===== config.mk =====
export PLATFORM = sky130hd
export DESIGN_NAME = ahb_slv_fifo_push
export DESIGN_NICKNAME = d
export VERILOG_FILES = /design/src/rtl/ahb_slv_fifo_push.sv
export SDC_FILE = /design/constraint.sdc
export NUM_CORES = 1
export LEC_CHECK = 0
export CORE_UTILIZATION = 30
export DETAILED_ROUTE_END_ITERATION = 12
export DONT_BUFFER_PORTS = 1
export GPL_TIMING_DRIVEN = 0
export PLACE_DENSITY = 0.44
export SLEW_MARGIN = 20
export SYNTH_ARGS = -nofsm -noshare
export SYNTH_HDL_FRONTEND = slang
export SYNTH_SLANG_ARGS = --single-unit

===== constraint.sdc =====
create_clock -name w_clk -period 2.5 [get_ports w_clk]
set_input_delay 0.5 -clock w_clk [delete_from_list [all_inputs] [get_ports w_clk]]
set_output_delay 0.5 -clock w_clk [all_outputs]
set_load 0.005 [all_outputs]

===== src/rtl/ahb_slv_fifo_push.sv =====
// AHB-Lite slave front-end for the bridge source side: packs each transfer into a
// command word for the async command FIFO and stalls reads until the response returns.
module ahb_slv_fifo_push #(
  parameter int ADDR_W = 32,
  parameter int DATA_W = 32,
  localparam int CMD_W = 1 + 3 + ADDR_W + DATA_W
) (
  input  logic              w_clk,
  input  logic              w_rst,
  input  logic              HSEL,
  input  logic [ADDR_W-1:0] HADDR,
  input  logic [1:0]        HTRANS,
  input  logic              HWRITE,
  input  logic [2:0]        HSIZE,
  input  logic [DATA_W-1:0] HWDATA,
  input  logic              HREADY,
  output logic              HREADYOUT,
  output logic              HRESP,
  output logic [DATA_W-1:0] HRDATA,
  output logic              w_inc,
  output logic [CMD_W-1:0]  w_data,
  input  logic              full,
  input  logic [DATA_W:0]   rsp_data,
  input  logic              rsp_empty,
  output logic              rsp_inc
);

  typedef enum logic [2:0] {
    ST_IDLE  = 3'd0,
    ST_WDATA = 3'd1,
    ST_RCMD  = 3'd2,
    ST_RWAIT = 3'd3,
    ST_RDONE = 3'd4,
    ST_ERR1  = 3'd5,
    ST_ERR2  = 3'd6
  } state_t;

  state_t              state_r;
  state_t              state_nxt_s;
  state_t              cap_state_s;
  logic                write_r;
  logic [2:0]          size_r;
  logic [ADDR_W-1:0]   addr_r;
  logic [DATA_W-1:0]   hrdata_r;
  logic                active_trans_s;
  logic                cap_req_s;
  logic                cap_en_s;
  logic                hreadyout_s;
  logic                hresp_s;
  logic                w_inc_s;
  logic                rsp_inc_s;
  logic [CMD_W-1:0]    w_data_s;

  assign active_trans_s = (HTRANS inside {2'b10, 2'b11});
  assign cap_req_s      = HSEL & active_trans_s & HREADY;
  assign cap_state_s    = HWRITE ? ST_WDATA : ST_RCMD;

  // Next-state, handshake outputs and capture enable, all decoded from the current state.
  always_comb begin
    state_nxt_s = state_r;
    hreadyout_s = 1'b1;
    hresp_s     = 1'b0;
    w_inc_s     = 1'b0;
    rsp_inc_s   = 1'b0;
    w_data_s    = {CMD_W{1'b0}};
    cap_en_s    = 1'b0;
    case (state_r)
      ST_IDLE, ST_RDONE: begin
        cap_en_s = cap_req_s;
        if (cap_req_s) begin
          state_nxt_s = cap_state_s;
        end else begin
          state_nxt_s = ST_IDLE;
        end
      end
      ST_WDATA: begin
        hreadyout_s = ~full;
        w_inc_s     = ~full;
        w_data_s    = {write_r, size_r, addr_r, HWDATA};
        cap_en_s    = cap_req_s & ~full;
        if (full) begin
          state_nxt_s = ST_WDATA;
        end else if (cap_req_s) begin
          state_nxt_s = cap_state_s;
        end else begin
          state_nxt_s = ST_IDLE;
        end
      end
      ST_RCMD: begin
        hreadyout_s = 1'b0;
        w_inc_s     = ~full;
        w_data_s    = {write_r, size_r, addr_r, {DATA_W{1'b0}}};
        if (full) begin
          state_nxt_s = ST_RCMD;
        end else begin
          state_nxt_s = ST_RWAIT;
        end
      end
      ST_RWAIT: begin
        hreadyout_s = 1'b0;
        rsp_inc_s   = ~rsp_empty;
        if (rsp_empty) begin
          state_nxt_s = ST_RWAIT;
        end else if (rsp_data[DATA_W]) begin
          state_nxt_s = ST_ERR1;
        end else begin
          state_nxt_s = ST_RDONE;
        end
      end
      ST_ERR1: begin
        hreadyout_s = 1'b0;
        hresp_s     = 1'b1;
        state_nxt_s = ST_ERR2;
      end
      ST_ERR2: begin
        hresp_s  = 1'b1;
        cap_en_s = cap_req_s;
        if (cap_req_s) begin
          state_nxt_s = cap_state_s;
        end else begin
          state_nxt_s = ST_IDLE;
        end
      end
      default: begin
        state_nxt_s = ST_IDLE;
      end
    endcase
  end

  // State register and address-phase capture.
  always_ff @(posedge w_clk or posedge w_rst) begin
    if (w_rst) begin
      state_r <= ST_IDLE;
      write_r <= 1'b0;
      size_r  <= 3'b000;
      addr_r  <= {ADDR_W{1'b0}};
    end else begin
      state_r <= state_nxt_s;
      if (cap_en_s) begin
        write_r <= HWRITE;
        size_r  <= HSIZE;
        addr_r  <= HADDR;
      end
    end
  end

  // Read data is latched on the response pop so it is stable through RDONE/ERR.
  always_ff @(posedge w_clk or posedge w_rst) begin
    if (w_rst) begin
      hrdata_r <= {DATA_W{1'b0}};
    end else if (rsp_inc_s) begin
      hrdata_r <= rsp_data[DATA_W-1:0];
    end
  end

  assign HREADYOUT = hreadyout_s;
  assign HRESP     = hresp_s;
  assign HRDATA    = hrdata_r;
  assign w_inc     = w_inc_s;
  assign w_data    = w_data_s;
  assign rsp_inc   = rsp_inc_s;

endmodule


; Word-level counts from Yosys, hierarchy flattened
; Index checks and enable logic that the tools add are counted.
[totals]
reg_bits = 71
output_inout_bits = 104
wordCells = 37
[op_classes]
eq_ne = 8
muxes = 13
bitwise_logic = 5
n_reduce_logical = 6
[ops]
columns = cell, count
row1 = one-hot mux 68 bit (2 select lines), 1
row2 = one-hot mux 3 bit (5 select lines), 1
row3 = equality test 3 bit (second input constant), 3
row4 = equality test 3 x 2 -> 1 bit (second input constant), 2
row5 = 2-to-1 mux 2 bit, 3
row6 = OR reduction 3 bit, 2
row7 = 2-to-1 mux 1 bit, 5
row8 = equality test 2 bit (second input constant), 2
row9 = one-hot mux 1 bit (2 select lines), 2
row10 = OR reduction 2 bit, 2
row11 = bitwise AND 1 bit, 3
row12 = equality test 3 x 1 -> 1 bit (second input constant), 1
row13 = zero test 3 bit, 1
row14 = 2-to-1 mux 3 bit, 1
row15 = inverter 1 bit, 2
row16 = nonzero test 2 bit, 1

; Logic depth before layout (Yosys ltp)
; Gate-level depths: netlist of the first run.
[logic_depth]
word_depth = 7
depth_mapped = 6
ltp_nobuf = 3

; Least setup slack after synthesis of the first run
; Ideal clock, no wire load.
[synth_path]
path_kind = flip-flop to output port
startpoint = register state_r[1]
endpoint = output port w_data[32]
arrival_time_ps = 1230
t_required_ps = 2000
setup_slack_ps = 770
path_stages_with_launch = 7
n_path_buf = 3
path_cell_list = dfrtp_1 > buf_2 > xor2_1 > nor2b_1 > buf_2 > clkbuf_2 > and2_1
[synth_via]
elab_chain_len = 2
word_cells_on_any_way = 3
cone_classes = eq/ne (2) / mux (1)
[synth_lines]
columns = element, line_no
row1 = start: declaration, 38  ; state_t state_r;
row2 = start signal: assignment, 138  ; state_r <= state_nxt_s;
row3 = equality test 3 x 2 -> 1 bit / equality test 3 x 1 -> 1 bit (equally long branches), 67  ; case (state_r)
row4 = one-hot mux 68 bit (2 select lines) (*), 67
row5 = end: declaration, 21  ; output logic [CMD_W-1:0] w_data,
; Mark *: on every way between the ends. The rest lies on a longest branch, timed or not.

; Worst setup path in the final report of the first run
[layout_path]
startpoint = register state_r[2]
endpoint = output port w_data[10]
; Same word-level chain as after synthesis.

==> impl_results.md, run 1 <==
* Final wirelength at 7.79 mm
* Grt ovf at 0
* Setup TNS at 0 ps
* Slew Viols, Final at 0
* Fmax at 426 MHz
* Core area at 10900 sq um
* Avg WL per Cell at 19.1 um
* Hold violation count in the final report at 0
* Post-Place Setup Slack at 453 ps
* Drt pass-1 iters at 4
* Max Clock Skew at 6.34 ps
* Status: completed
* Number of flops mapped to enable cells by yosys at 0
* Max-slew headroom at 64.6%
* Crit Path Max Fanout at 10
* Final antenna-violating net count at 0
* Die Width at 108 um
* Final WS setup at 151 ps
* GP Congestion at 0.772
* Largest net degree at the start of global routing at 55
* ANT cells at 0
* Mean area per synthesized cell at 13.6 sq um
* Startpoint types: flop
* Crit path kind: reg -> out
* Critical Path End Type: output port
* Die Y at 108 um
* Syn Nets at 359
* Seq/Total Area, Yosys at 52.4%
* CP required at 2000 ps
* Area delta synth->final at 15.8%
* Detailed Route Iter0 Violations at 53
* Share of layout cells above drive strength 1 at 34.7%
* Nets at 372
* Worst-Margin Slew at 530 ps
* Vias at 1929
* Synth Flop Type: dfrtp_1
* Root Buffer: clkbuf_16
* Vias per inst at 4.73
* H-tree levels at 3
* CTS buffer count at 9
* DRC viols at 0
* Buffer count from post-CTS setup fixing at 0
* Initial core utilization at 31.0%
* Area of the mapped netlist at 3390 sq um
* Synth Instances at 250
* First-pass GRT wire length at 11.2 mm
* Leading area contributor after synthesis: dfrtp_1
* TritonCTS clock tree: yes
* Clock latency on the worst-skew pair at 320 ps
* Final critical-path required period at 2350 ps
* Final setup fails at 0
* Clk buf depth at 2
* # IOs at 213
* Rows at 38
* Source of the critical timing path: state_r[2]$_DFF_PP0_
* Synth top area share at 52.4%
* Initial antenna violation count at 0
* Clk pin slew, worst setup/hold paths at 60 ps
* # Max-Cap Violations at 0
* Class of the worst hold path: in -> reg
* Synth warnings at 0
* PD cells at 1320 nW/um^2
* Critical path arrival at 1850 ps
* Period utilization at 94.0%
* Async SR Flop Fraction at 100%
* GRT Total Usage at 13.1%
* Hold path startpoint: rsp_data[21]
* R2r startpoint: state_r[2]$_DFF_PP0_
* Dominant cells by area after synthesis: dfrtp_1 52%, mux2_4 13%, and2_1 13%
* Clk sink count at 71
* Post-layout power at 5190 uW
* Lkg Pwr at 0.00175 uW
* Unrepaired setup endpoints after global routing: false
* Worst VDD drop at 0.000443 V
* #FFs+latches synth at 71
* Die Area at 11700 sq um
* Synth cell types at 27
* IO buf count at 0
* Vias in the first global route at 1995
-- critical path: stages, from the launching register on --
cell and delay [ps]:
dfrtp_1 350, buf_2 170, nor3b_1 490, clkbuf_1 280, and2_1 230
-- worst paths after layout --
kind	endpoint	slack, ps	depth (start not counted)
max reg2reg	addr_r[18]$_DFFE_PP0P_	760	6
min	HRDATA[21]$_DFFE_PP0P_	300	1
min in group asynchronous	HRDATA[6]$_DFFE_PP0P_	600	2
max in group asynchronous	addr_r[24]$_DFFE_PP0P_	1350	3
min reg2reg	addr_r[29]$_DFFE_PP0P_	490	1
max	w_data[10]	150	4
-- metal layers --
metal | wire length [um] | global-route usage, % | part of all wire, % | up-vias
met4 | 96 | 5.21 | 1.2 | 0
met3 | 594 | 3.62 | 7.6 | 10
met1 | 2990 | 14.2 | 38 | 937
met5 | 0 | 0 | 0 | -
li1 | - | - | - | 855
met2 | 4110 | 24.1 | 53 | 127
-- metrics by stage --
| stage | instance area [sq um] | instances | hold WS [ps] | utilization, % |
|---|---|---|---|---|
| detailed placement | 3590 | 391 | 341 | 32.9 |
| floorplan | 3390 | 250 | 470 | - |
| global placement | 3560 | 390 | 484 | 32.6 |
| global route | 3930 | 408 | 291 | 35.9 |
| finish | 3930 | 408 | 301 | 35.9 |
| CTS | 3930 | 408 | 291 | 35.9 |
-- cell families (layout without fill, tap and decap cells) --
logic type / count (synthesis) / after routing / synth area share, %
muxes: 69 / 69 / 26.2
buffers and inverters: 19 / 37 / 4.10
DFF: 71 / 71 / 52.4
and+or+nand+nor: 85 / 85 / 15.8
AOI/OAI and AO/OA: 5 / 5 / 1.22
xor gates and xnor gates: 1 / 1 / 0.259
-- cells in the final DEF, fill, tap and decap left out, types with 2 or more instances in the layout --
cell type   synthesis  layout
dfrtp_1            71      71
and2_1             71      71
mux2_2             30      30
mux2_4             30      30
clkbuf_16           0       9
buf_6               8       8
mux2_1              8       8
buf_2               3       4
clkbuf_1            3       4
nor2b_1             3       3
and3_1              2       2
clkbuf_2            3       2
nor2_1              2       2
inv_6               0       2
clkinvlp_4          0       2
bufinv_16           0       2
-- cell usage after synthesis, drive strengths merged, types with 2 or more instances --
cell type / n
and2: 71
nor2: 2
buf: 11
and3: 2
clkbuf: 6
mux2: 68
inv: 2
dfrtp: 71
o21ai: 2
nand2b: 2
nor2b: 3
-- cell type report --
type / instances / area [sq um]
clock inverter: 6 / 92.6
clock buffer: 10 / 229
tap: 140 / 175
buffer: 17 / 131
fill: 1077 / 7010
sequential: 71 / 1780
timing repair buffer: 2 / 37.5
inverter: 2 / 10.0
multi-input combinational: 160 / 1470
-- registers in the layout, indices dropped and copies added, names as in the netlist --
name / count
HRDATA: 32
addr_r: 32
size_r: 3
state_r: 3
write_r: 1
-- power breakdown --
| group | switching, uW | internal [uW] | total, uW |
|---|---|---|---|
| logic | 781 | 951 | 1730 |
| registers | 347 | 1720 | 2060 |
| clock network | 512 | 881 | 1390 |
| total | 1640 | 3550 | 5190 |
-- repair_timing --
item	4_1_cts	5_1_grt
resized for setup	0	1
hold endpoints to repair	17	0
setup endpoints to repair	0	4
hold buffers	1	0
Note: power is estimated with default switching activity, not from simulation.
==> run 2, diff against run 1 <==
--- a/config.mk
+++ b/config.mk
@@ -5,6 +5,7 @@
 export SDC_FILE = /design/constraint.sdc
 export NUM_CORES = 1
 export LEC_CHECK = 0
+export ABC_CLOCK_PERIOD_IN_PS = 2500
 export CORE_UTILIZATION = 30
 export DETAILED_ROUTE_END_ITERATION = 12
 export DONT_BUFFER_PORTS = 1
==> results of run 2 <==
Final layout, timing and power as in run 1 (identical DEF).
==> run 3, diff against run 2 <==
--- a/config.mk
+++ b/config.mk
@@ -5,6 +5,7 @@
 export SDC_FILE = /design/constraint.sdc
 export NUM_CORES = 1
 export LEC_CHECK = 0
+export ABC_AREA = 1
 export ABC_CLOCK_PERIOD_IN_PS = 2500
 export CORE_UTILIZATION = 30
 export DETAILED_ROUTE_END_ITERATION = 12
==> run 3 against run 2 <==
Area after synthesis grew 2.1%. Cell count grew 55%. Clock-buffer cell count is the same. Sequential power shrank 2%. Critical endpoint is now w_data[26]. Total power shrank 7.2%. Largest power group unchanged. Die area grew 2.0%. Sequential share of layout area shrank 0.33 points. Critical path type unchanged. Combinational power shrank 12%. Synthesized cell count grew 91%. Non-clock buffer count grew 5.
==> impl_results.md, run 3 <==
* Status: completed
* Placement Cell Area at 3660 sq um (+1.7%)
* Number of flops mapped to enable cells by yosys at 0 (unchanged)
* CP required at 2000 ps (about the same)
* RR Endpoint: addr_r[26]$_DFFE_PP0P_
* GRT Total Usage at 15.8% (+2.7 points)
* Final setup fails at 0 (unchanged)
* First-pass GRT wire length at 14.1 mm (+26%)
* Clk sink count at 71 (unchanged)
* Resized Gates After CTS at 0 (unchanged)
* Largest net degree at the start of global routing at 37 (-33%)
* Die Area at 12000 sq um (+2.0%)
* Core area at 11000 sq um (+0.87%)
* Syn Nets at 586 (+63%)
* Most common cell in the netlist: nand2_1
* #FFs+latches synth at 71 (unchanged)
* Synth Flop Type: dfrtp_1
* Vias in the first global route at 2767 (+39%)
* Max Clock Skew at 7.66 ps (+1.32 ps)
* ANT cells at 0 (unchanged)
* Final Core Density at 35.8% (-0.049 points)
* Hold violation count in the final report at 0 (unchanged)
* PD cells at 1220 nW/um^2 (-7.8%)
* Avg WL per Cell at 14.6 um (-24%)
* Final Instance Area at 3950 sq um (+0.73%)
* Synth cell types at 15 (-44%)
* R2r startpoint: state_r[2]$_DFF_PP0_
* Detailed Route Iter0 Violations at 132 (+150%)
* Commonest cells after routing, fill and taps aside: 177 x nand2_1, 77 x nor2_1, 73 x inv_1
* Root Buffer: clkbuf_16
* Nets at 598 (+61%)
* Hold_buf cts at 0 (-1)
* Startpoint types: flop
* Dominant cells by area after synthesis: dfrtp_1 51%, nand2_1 19%, nor2_1 8.4%
* Cell Chain, Critical Path: inv_2 -> nand2_1 -> nor2_2 -> inv_1 -> buf_2 -> nor2_1
* Critical path's slowest cell: dfrtp_1
* Async SR Flop Fraction at 100% (unchanged)
* Lkg Pwr at 0.00227 uW (+30%)
* Drt pass-1 iters at 4 (unchanged)
* Final critical-path required period at 2180 ps (-172 ps)
* Slew Viols, Final at 0 (unchanged)
* Initial core utilization at 31.4% (+0.37 points)
* Die Y at 109 um (+1.0%)
* Cell class contributing the biggest share of worst-path delay: simple AND/OR/NAND/NOR gates
* Most Crowded Layer GR: met2
* Crit Path Max Fanout at 10 (unchanged)
* Fillers at 1152 (+7.0%)
* Worst VDD drop at 0.000414 V (-6.6%)
* CTS buffer count at 9 (unchanged)
* Grt ovf at 0 (unchanged)
* Die Width at 109 um (+1.0%)
* Unrepaired setup endpoints after global routing: false
* Area delta synth->final at 14.3%
* Synth top area share at 51.4% (-1.1 points)
* DRC viols at 0 (unchanged)
* Class of the worst hold path: in -> async
* Critical path arrival at 1680 ps (-170 ps)
* Fmax at 459 MHz (+7.9%)
* Clk pin slew, worst setup/hold paths at 50 ps (about the same)
* Synth Instances at 477 (+91%)
* Met3 Resource Use GR at 7.05% (+3.4 points)
* Final antenna-violating net count at 0 (unchanged)
* Dpl hpwl at 6.86 mm
* Seq/Total Area, Yosys at 51.4% (-1.1 points)
* TritonCTS clock tree: yes
* Most instantiated cells after synthesis: 177 x nand2_1, 77 x nor2_1, 74 x inv_1, 71 x dfrtp_1, 40 x nand3_1
* Buffer count from post-CTS setup fixing at 0 (unchanged)
* Max-slew headroom at 68.7% (+4.1 points)
* Vias per inst at 4.52 (-4.5%)
* Share of layout cells above drive strength 1 at 10.3% (-24 points)
* H-tree levels at 3 (unchanged)
* R2R Setup Slk at 1150 ps (+390 ps)
* # IOs at 213 (unchanged)
* Worst Reg-to-Reg Cells at 8 (+2)
* Critical Path Max Stage Delay at 430 ps (-60 ps)
* # Max-Cap Violations at 0 (unchanged)
* Area of the mapped netlist at 3460 sq um (+2.1%)
* Clk buf depth at 2 (unchanged)
* Met1 Resource Use GR at 18.1% (+3.9 points)
* Mean area per synthesized cell at 7.25 sq um (-47%)
* Rows at 38 (unchanged)
* Buffers & Inverters on Critical Path at 3 (+1)
* Commonest non-fill, non-tap cell in the layout: nand2_1
* Critical Path End Type: output port
* Post-layout power at 4820 uW (-7.2%)
* GP Congestion at 0.742 (-4.0%)
* Grt met2 use at 26.4% (+2.3 points)
* Vias at 2858 (+48%)
* Clock latency on the worst-skew pair at 330 ps (about the same)
* Synth warnings at 0 (unchanged)
* Initial antenna violation count at 0 (unchanged)
* Worst-Margin Slew at 469 ps (-60.9 ps)
* Leading area contributor after synthesis: dfrtp_1
* IO buf count at 0 (unchanged)
* Crit path kind: reg -> out
* Period utilization at 87.1% (-6.9 points)
* Final wirelength at 9.25 mm (+19%)
-- run 3: where the power goes --
part           internal, uW  total [uW]  switching, uW
logic                   532        1520            993
registers              1670        2020            348
clock network           794        1280            484
total                  2990        4820           1820
-- run 3: kinds of logic after synthesis --
group                  Yosys count  share of synthesized area, %
AOI/OAI and AO/OA                5                          1.09
buffers and inverters          102                          13.3
DFF                             71                          51.4
and+or+nand+nor                299                          34.3
-- run 3: through the flow --
step	worst slack [ps]	hold WS [ps]	TNS (ps)	instances
final	323	66.3	0	633
after global routing	141	98.3	0	633
after CTS	264	79.2	0	633
after detailed placement	623	435	0	618
after global placement	-804	454	-56700	617
after floorplan	203	442	0	477
-- run 3: worst max-delay path by stage --
| stage | from | to | slack (ps) | depth (start not counted) |
|---|---|---|---|---|
| after floorplan | w_rst | HRDATA[0]$_DFFE_PP0P_ | 200 | 1 |
| after global placement | w_rst | addr_r[16]$_DFFE_PP0P_ | -800 | 1 |
| after detailed placement | state_r[1]$_DFF_PP0_ | w_data[26] | 620 | 6 |
| after CTS | state_r[1]$_DFF_PP0_ | w_data[26] | 260 | 6 |
| after global routing | state_r[1]$_DFF_PP0_ | w_data[20] | 140 | 6 |
| final | state_r[1]$_DFF_PP0_ | w_data[26] | 320 | 6 |
-- run 3: area by class of cell --
class | count | area [sq um] | area share [%]
buffer | 23 | 163 | 4.11
timing repair buffer | 1 | 20.0 | 0.506
tap | 140 | 175 | 4.43
multi-input combinational | 304 | 1220 | 30.9
sequential | 71 | 1780 | 44.9
clock inverter | 5 | 58.8 | 1.49
clock buffer | 10 | 239 | 6.04
inverter | 79 | 299 | 7.56
-- run 3: metal layers --
metal  share of wire [%]  wire [um]
met5                   0          0
met4                 1.4        125
met3                  11       1040
met2                  46       4280
met1                  41       3800
